==> src/rtl/axis_port_pkt_fifo_if.sv <==
// AXI-Stream bundle carrying 32-bit data, byte keep and packet-end marker.
// The master drives payload and valid, and the slave drives ready.
interface axis_port_pkt_fifo_if;
    logic        tvalid;
    logic        tready;
    logic [31:0] tdata;
    logic [3:0]  tkeep;
    logic        tlast;

    modport master (output tvalid, output tdata, output tkeep, output tlast, input tready);
    modport slave  (input tvalid, input tdata, input tkeep, input tlast, output tready);
endinterface

==> src/rtl/axis_port_pkt_fifo.sv <==
// Per-port packet FIFO. It normally stores a whole packet before forwarding it.
// It falls back to cut-through when one packet alone fills the buffer.
module axis_port_pkt_fifo #(
    parameter int DEPTH_LOG2 = 6,
    parameter int PKT_CNT_W  = 7
) (
    input  logic                   glb_clk,
    input  logic                   glb_reset,
    axis_port_pkt_fifo_if.slave    s_axis,
    axis_port_pkt_fifo_if.master   m_axis,
    output logic [DEPTH_LOG2:0]    fill_level,
    output logic [PKT_CNT_W-1:0]   pkt_count,
    output logic                   oversize_pulse
);

    localparam int DEPTH = 2 ** DEPTH_LOG2;
    localparam logic [DEPTH_LOG2:0] FULL_LEVEL = {1'b1, {DEPTH_LOG2{1'b0}}};

    typedef enum logic {
        MODE_STORE,
        MODE_CUT
    } mode_t;

    logic [36:0]           mem [DEPTH];
    logic [DEPTH_LOG2-1:0] wrPtr_q, wrPtr_d;
    logic [DEPTH_LOG2-1:0] rdPtr_q, rdPtr_d;
    logic [DEPTH_LOG2:0]   fillLevel_q, fillLevel_d;
    logic [PKT_CNT_W-1:0]  pktCount_q, pktCount_d;
    mode_t                 mode_q, mode_d;
    logic                  oversizePulse_q, oversizePulse_d;

    logic        wrEn;
    logic        rdEn;
    logic        wrLast;
    logic        rdLast;
    logic [36:0] rdWord;

    // Ready and valid are derived from registered state only and are held low while in reset.
    assign rdWord        = mem[rdPtr_q];
    assign s_axis.tready = !glb_reset && (fillLevel_q != FULL_LEVEL);
    assign m_axis.tvalid = !glb_reset && (fillLevel_q != '0) &&
                           ((pktCount_q != '0) || (mode_q == MODE_CUT));
    assign m_axis.tlast  = rdWord[36];
    assign m_axis.tkeep  = rdWord[35:32];
    assign m_axis.tdata  = rdWord[31:0];

    assign wrEn   = s_axis.tvalid && s_axis.tready;
    assign rdEn   = m_axis.tvalid && m_axis.tready;
    assign wrLast = wrEn && s_axis.tlast;
    assign rdLast = rdEn && rdWord[36];

    assign fill_level     = fillLevel_q;
    assign pkt_count      = pktCount_q;
    assign oversize_pulse = oversizePulse_q;

    always_ff @(posedge glb_clk) begin
        if (wrEn) begin
            mem[wrPtr_q] <= {s_axis.tlast, s_axis.tkeep, s_axis.tdata};
        end
    end

    always_comb begin
        wrPtr_d         = wrPtr_q;
        rdPtr_d         = rdPtr_q;
        fillLevel_d     = fillLevel_q;
        pktCount_d      = pktCount_q;
        mode_d          = mode_q;
        oversizePulse_d = 1'b0;

        if (wrEn) wrPtr_d = wrPtr_q + DEPTH_LOG2'(1);
        if (rdEn) rdPtr_d = rdPtr_q + DEPTH_LOG2'(1);

        case ({wrEn, rdEn})
            2'b10:   fillLevel_d = fillLevel_q + (DEPTH_LOG2 + 1)'(1);
            2'b01:   fillLevel_d = fillLevel_q - (DEPTH_LOG2 + 1)'(1);
            default: fillLevel_d = fillLevel_q;
        endcase

        case ({wrLast, rdLast})
            2'b10:   pktCount_d = pktCount_q + PKT_CNT_W'(1);
            2'b01:   pktCount_d = pktCount_q - PKT_CNT_W'(1);
            default: pktCount_d = pktCount_q;
        endcase

        // A full buffer with no complete packet can never make progress, so stream it out.
        case (mode_q)
            MODE_STORE: begin
                if ((fillLevel_q == FULL_LEVEL) && (pktCount_q == '0)) begin
                    mode_d          = MODE_CUT;
                    oversizePulse_d = 1'b1;
                end
            end
            MODE_CUT: begin
                if (rdLast) mode_d = MODE_STORE;
            end
            default: mode_d = MODE_STORE;
        endcase
    end

    always_ff @(posedge glb_clk) begin
        if (glb_reset) begin
            wrPtr_q         <= '0;
            rdPtr_q         <= '0;
            fillLevel_q     <= '0;
            pktCount_q      <= '0;
            mode_q          <= MODE_STORE;
            oversizePulse_q <= 1'b0;
        end else begin
            wrPtr_q         <= wrPtr_d;
            rdPtr_q         <= rdPtr_d;
            fillLevel_q     <= fillLevel_d;
            pktCount_q      <= pktCount_d;
            mode_q          <= mode_d;
            oversizePulse_q <= oversizePulse_d;
        end
    end

endmodule
==> src/flat_wrapper.sv <==
// flat-port wrapper written by rule: the top's interface ports become plain ports
module axis_port_pkt_fifo_flat 
#(
    parameter int DEPTH_LOG2 = 6,
    parameter int PKT_CNT_W  = 7
)
  (glb_clk, glb_reset, fill_level, pkt_count, oversize_pulse, s_axis_tvalid, s_axis_tdata, s_axis_tkeep, s_axis_tlast, s_axis_tready, m_axis_tvalid, m_axis_tdata, m_axis_tkeep, m_axis_tlast, m_axis_tready);
  axis_port_pkt_fifo_if s_axis_i ();
  axis_port_pkt_fifo_if m_axis_i ();
  input  logic glb_clk;
  input  logic glb_reset;
  output logic [DEPTH_LOG2:0] fill_level;
  output logic [PKT_CNT_W-1:0] pkt_count;
  output logic oversize_pulse;
  input wire logic [$bits(s_axis_i.tvalid)-1:0] s_axis_tvalid;
  input wire logic [$bits(s_axis_i.tdata)-1:0] s_axis_tdata;
  input wire logic [$bits(s_axis_i.tkeep)-1:0] s_axis_tkeep;
  input wire logic [$bits(s_axis_i.tlast)-1:0] s_axis_tlast;
  output wire logic [$bits(s_axis_i.tready)-1:0] s_axis_tready;
  output wire logic [$bits(m_axis_i.tvalid)-1:0] m_axis_tvalid;
  output wire logic [$bits(m_axis_i.tdata)-1:0] m_axis_tdata;
  output wire logic [$bits(m_axis_i.tkeep)-1:0] m_axis_tkeep;
  output wire logic [$bits(m_axis_i.tlast)-1:0] m_axis_tlast;
  input wire logic [$bits(m_axis_i.tready)-1:0] m_axis_tready;
  assign s_axis_i.tvalid = s_axis_tvalid;
  assign s_axis_i.tdata = s_axis_tdata;
  assign s_axis_i.tkeep = s_axis_tkeep;
  assign s_axis_i.tlast = s_axis_tlast;
  assign s_axis_tready = s_axis_i.tready;
  assign m_axis_tvalid = m_axis_i.tvalid;
  assign m_axis_tdata = m_axis_i.tdata;
  assign m_axis_tkeep = m_axis_i.tkeep;
  assign m_axis_tlast = m_axis_i.tlast;
  assign m_axis_i.tready = m_axis_tready;
  axis_port_pkt_fifo #(.DEPTH_LOG2(DEPTH_LOG2), .PKT_CNT_W(PKT_CNT_W)) u_core (.glb_clk(glb_clk), .glb_reset(glb_reset), .s_axis(s_axis_i), .m_axis(m_axis_i), .fill_level(fill_level), .pkt_count(pkt_count), .oversize_pulse(oversize_pulse));
endmodule
==> config.mk <==
export PLATFORM = sky130hd
export DESIGN_NAME = axis_port_pkt_fifo_flat
export DESIGN_NICKNAME = d
export VERILOG_FILES = /design/src/rtl/axis_port_pkt_fifo_if.sv /design/src/rtl/axis_port_pkt_fifo.sv /design/src/flat_wrapper.sv
export SDC_FILE = /design/constraint.sdc
export NUM_CORES = 2
export LEC_CHECK = 0
export ABC_AREA = 0
export CORE_ASPECT_RATIO = 1.2
export CORE_MARGIN = 10
export CORE_UTILIZATION = 50
export DETAILED_ROUTE_END_ITERATION = 7
export PLACE_DENSITY = 0.68
export SLEW_MARGIN = 25
export SYNTH_ARGS = -nofsm -noshare
export SYNTH_HDL_FRONTEND = slang
export SYNTH_SLANG_ARGS = --single-unit
==> constraint.sdc <==
create_clock -name glb_clk -period 4.7 [get_ports glb_clk]
set_clock_uncertainty 0.2 [all_clocks]
set_input_delay 1.41 -clock glb_clk [delete_from_list [all_inputs] [get_ports glb_clk]]
set_output_delay 1.41 -clock glb_clk [all_outputs]
set_load 0.1 [all_outputs]
# [After elaboration in Yosys (flattened, before gate mapping)]
# Memories as Yosys holds them, arrays and structs flattened. A register that Yosys moved wholly into a read port is not among the register bits.
# Cells that the tools add are included.
[word_totals] register_bits=28 mem_bits_rw=2368 input_bits=41 out_inout_bits=54 word_cells=45 mem_count=1
[classes] addsub=6 n_eq_ne=6 n_mux=9 n_bitwise=1 n_reduce_logical=16
[memory_table] memory="u_core.mem" depth=64 word_bits=37 read_ports=1 rd_ports_with_merged_regs=1 write_ports=1 line="axis_port_pkt_fifo.sv:24" text="logic [36:0] mem [DEPTH];"
[ops] op="$pmux 7 s2" n=2
[ops] op="$add 7x1->7 const B" n=2
[ops] op="$reduce_bool 7->1" n=2
[ops] op="$sub 7x1->7 const B" n=2
[ops] op="$add 6x1->6 const B" n=2
[ops] op="$mux 6" n=2
[ops] op="$logic_and 1x1->1" n=8
[ops] op="$eq 7x7->1 const B" n=1
[ops] op="$logic_not 7->1" n=1
[ops] op="$ne 7x7->1 const B" n=1
[ops] op="$eq 2x1->1 const B" n=2
[ops] op="$eq 2x2->1 const B" n=2
[ops] op="$mux 1" n=4
[ops] op="$reduce_bool 2->1" n=2
[ops] op="$pmux 1 s2" n=1
[ops] op="$reduce_or 2->1" n=1
[ops] op="$logic_not 1->1" n=1
[ops] op="$logic_or 1x1->1" n=1
[ops] op="$not 1->1" n=1

# [Longest topological paths before layout]
[logic_depth] word_depth=7 mapped_depth=22

# [Worst setup path after synthesis]
# No wires, ideal clock.
[synth_timing] path_kind="reg-to-reg" start="reg u_core.fillLevel_q[1], in the netlist u_core.fill_level[1]" end="reg u_core.fillLevel_q[4], in the netlist u_core.fill_level[4]" arrival_ns=6.537 setup_slack_ns=-2.107 path_stages_with_launch=17 n_path_buf=3 period_less_slack_ns=6.807 path_cell_list="dfxtp_1 > clkbuf_2 > nor4_1 > and2_1 > a221oi_1 > and2_1 > buf_2 > ha_1 > buf_1 > xor2_1 > ha_1 > a21oi_1 > and3b_1 > a221oi_1 > xor2_1 > or3_1 > a21oi_1"
[synth_via] elab_chain_cells=6 word_cells_on_any_way=13 cone_classes="2 x add/sub; 3 x eq/ne; 1 x mux; 7 x reduce/logical"
[synth_lines] item="from (decl)" line="axis_port_pkt_fifo.sv:27" text="logic [DEPTH_LOG2:0] fillLevel_q, fillLevel_d;"
[synth_lines] item="from (signal assigned)" line="axis_port_pkt_fifo.sv:111" text="fillLevel_q <= fillLevel_d;"
[synth_lines] item="$reduce_bool 7->1 (*)" line="axis_port_pkt_fifo.sv:41" text="assign m_axis.tvalid = !glb_reset && (fillLevel_q != '0) &&"
[synth_lines] item="$logic_and 1x1->1 (*) (2 in a row)" line="axis_port_pkt_fifo.sv:41"
[synth_lines] item="named net m_axis_tvalid" line="flat_wrapper.sv:20" text="output wire logic [$bits(m_axis_i.tvalid)-1:0] m_axis_tvalid;"
[synth_lines] item="$logic_and 1x1->1 (*)" line="axis_port_pkt_fifo.sv:48" text="assign rdEn = m_axis.tvalid && m_axis.tready;"
[synth_lines] item="$eq 2x1->1 / $eq 2x2->1 (equally long branches)" line="axis_port_pkt_fifo.sv:73" text="case ({wrEn, rdEn})"
[synth_lines] item="$pmux 7 s2 / $reduce_bool 2->1 (equally long branches)"
# The timed path passes the listed nets; every way through them passes the cells marked *.
# A chain may end at the register's enable or synchronous reset.

==> metrics.cfg <==
[die]
core_um2=182700
rows=172
io_pins=95
die-area_um2=201000
die_h_um=489.1
start_util_pct=50.18
die_x_um=410.9

[clocking]
cts_inserted_buffers=214
clock_path_buffers=3
root_buffer=clkbuf_16
cts.htree.levels=4
clk_latency_ns=0.84
cts_tree=built
cts_hold_buf=0
cts_sinks=2402
clkTransAtPathRegs_ns=0.06

[layout]
syn2layout_area_growth_pct=19.02
stdcell_count=6851
drive_gt1_share_pct=38.24
nNetsFinal=4288

[synth]
synth_flop_cell=edfxtp_1
ys_seq_elements=2402
synth-xor-area-share_pct=0.2006
syn_nets=3801
synthSimpleGateAreaFrac_pct=1.028
yosysSeqAreaShare_pct=78.30
synth_common_cells=edfxtp_1 (2368), mux4_2 (720), nor2_1 (94), clkbuf_1 (82), a22oi_1 (58)
yosysUniqueCellTypes=51
synthMuxAreaShare_pct=18.34
yosys-top-cells-area=edfxtp_1 (78%), mux4_2 (18%), dfxtp_1 (0.74%), mux2i_1 (0.55%), a22oi_1 (0.47%)
synth_compound_area_share_pct=0.8720
async_reset_ff_share_pct=0
syn_area_per_cell_um2=24.46
synth_top_family_by_area=multiplexers
synth_edf_count=2368
synth.most_common_cell=edfxtp_1
synthAdderAreaFrac_pct=0.1720
yosysTopAreaCell=edfxtp_1
postSynthCellCount=3748
netlist_area_um2=91680
synth.yosys.warnings=0
yosysTopAreaCellShare_pct=77.56

[grt]
gr-usage-all-layers_pct=23.21
grt_pass1_wl_mm=331.4
grt_pass1_vias=44440
antenna_found_initial=9
grt-ovfl-total=0
grt_max_degree=70

[timing]
setup_viol=37
final-hold-violation-count=0
period_minus_slack_ns=5.135
timing.fmax_mhz=194.7
tightest_slew_ns=1.002
slew_headroom_pct=32.98
setup_slack_ns=-0.4348
finalSetupTns_ns=-13.68
timing.final.crit_share_pct=109.3
rsz0062_at_grt=true
holdWs_ns=0.3323
drv_slew=0

[pwr]
finalPower_uw=42300
ir_drop_mv=0.4337
leakage_uw=0.03301
powerDensity_nw_per_um2=387.7

[setup_path]
required_ns=3.09
r2r_slack_ns=0.29
r2r_cells=20
start_kind=flip-flop
crit_path_end_kind=output port
cp.arrival_ns=3.52
crit_type=flip-flop to output port
critPathMaxFanout=6
r2r-end=u_core.pkt_count[6]

[detailed_routing]
viasPerCell=6.390
vias=43780
wire_per_inst_um=34.33
firstDrtPassIters=5
wirelength_mm=235.2
first_iter_violations=5366
drcViolationCount=0
final_antenna_net_count=0

[worst_hold_path]
min_path_cells=2
min_from=u_core.rdPtr_q[5]
hp-class=flip-flop to flip-flop

[placement]
place.gp.congestion=0.8035
post-place-ws_ns=0.1870
dp.cells=6333
io_buffers=94
dp_hpwl_mm=126.5

[status]
violations=negative setup slack
status=finished, violations left

[run]
maxCapViolations=0

==> flip-flops by register name (all words and copies together) (netlist names), named ones only <==
signal / count
u_core.fill_level: 7
u_core.rdPtr_q: 6
u_core.wrPtr_q: 6
u_core.oversize_pulse: 1
u_core.mem: 2368
u_core.mode_q: 1
u_core.pkt_count: 7
==> power by group <==
part | total [µW] | internal [µW] | switching (µW)
combinational | 986 | 317 | 670
clock | 17700 | 10200 | 7590
sequential | 23600 | 23500 | 17.8
total | 42300 | 34000 | 8280
==> cell usage in the layout (no fill, tap or decap), types with 7 or more instances in the layout <==
cell,n
clkdlybuf4s50_1,17
edfxtp_1,2368
mux2i_1,41
nand2_2,20
dfxtp_2,7
buf_6,28
clkinvlp_4,10
xnor2_1,9
nand2_1,26
nand3_1,10
mux4_2,720
a21oi_1,14
clkinv_1,43
buf_8,15
a22oi_2,42
buf_12,167
a22oi_1,16
clkbuf_16,236
buf_16,45
ha_1,9
nor2b_1,8
buf_2,11
dfxtp_1,22
xor2_1,12
inv_1,7
clkbuf_1,41
buf_4,170
mux2i_2,7
bufinv_16,29
nor2_4,64
clkinv_2,35
nor2_1,30
==> critical path: stages, from the launching register on <==
cell and delay [ns]:
dfxtp_4 0.41, buf_6 0.16, buf_12 0.17, buf_16 0.15, buf_4 0.11, mux4_2 0.50
mux4_2 0.52, mux2_4 0.29, nand2_4 0.08, o21ai_4 0.08, buf_12 0.20
==> metal layers <==
layer	GRT usage (%)	share of wire (%)
met3	4.383	8.7
met4	7.715	3.8
met1	31.19	37
met2	38.53	50
met5	0	0.017
==> per-stage QoR <==
step,instance area [µm²],util (%)
after floorplan,91790,-
after global placement,99010,54.19
after detailed placement,99010,54.19
after CTS,108200,59.25
after global routing,109100,59.72
final,109100,59.72
==> cell type report <==
cell class	instances	area (µm²)
clock buffers	264	5678
clock inverters	129	1446
fillers	12240	73590
well taps	2436	3048
repair buffers	471	7074
inverters	8	30.03
flip-flops and latches	2402	71820
multi-input cells	1138	20020
diodes	3	7.507
==> worst max path at each step <==
stage / from / endpoint / slack (ns) / cells past startpoint
2_1_floorplan: glb_reset / u_core.fill_level[4] / 0.03 / 13
3_3_place_gp: flip-flop / m_axis_tdata[26] / 0.20 / 9
3_5_place_dp: flip-flop / m_axis_tdata[26] / 0.19 / 9
4_1_cts: flip-flop / m_axis_tdata[2] / -0.50 / 9
5_1_grt: flip-flop / m_axis_tdata[27] / -0.50 / 9
6_report: flip-flop / m_axis_tdata[20] / -0.43 / 10
==> cells by family (layout without fill, tap and decap cells) <==
logic type / Yosys count / count (layout)
DFF: 2402 / 2402
muxes: 779 / 779
and+or+nand+nor: 209 / 209
buffers and inverters: 208 / 872
AOI/OAI and AO/OA: 117 / 117
xor gates and xnor gates: 21 / 21
adders and majority gates: 12 / 12
other: 0 / 3
==> what timing repair did <==
item / CTS / global route
cloned: 29 / 18
gates resized for setup: 181 / 63
endpoints found under the hold margin: 0 / 0
setup buffers: 63 / 19
pin swaps: 36 / 36
setup endpoints to repair: 37 / 37
Power figures use the tool's default switching activity.
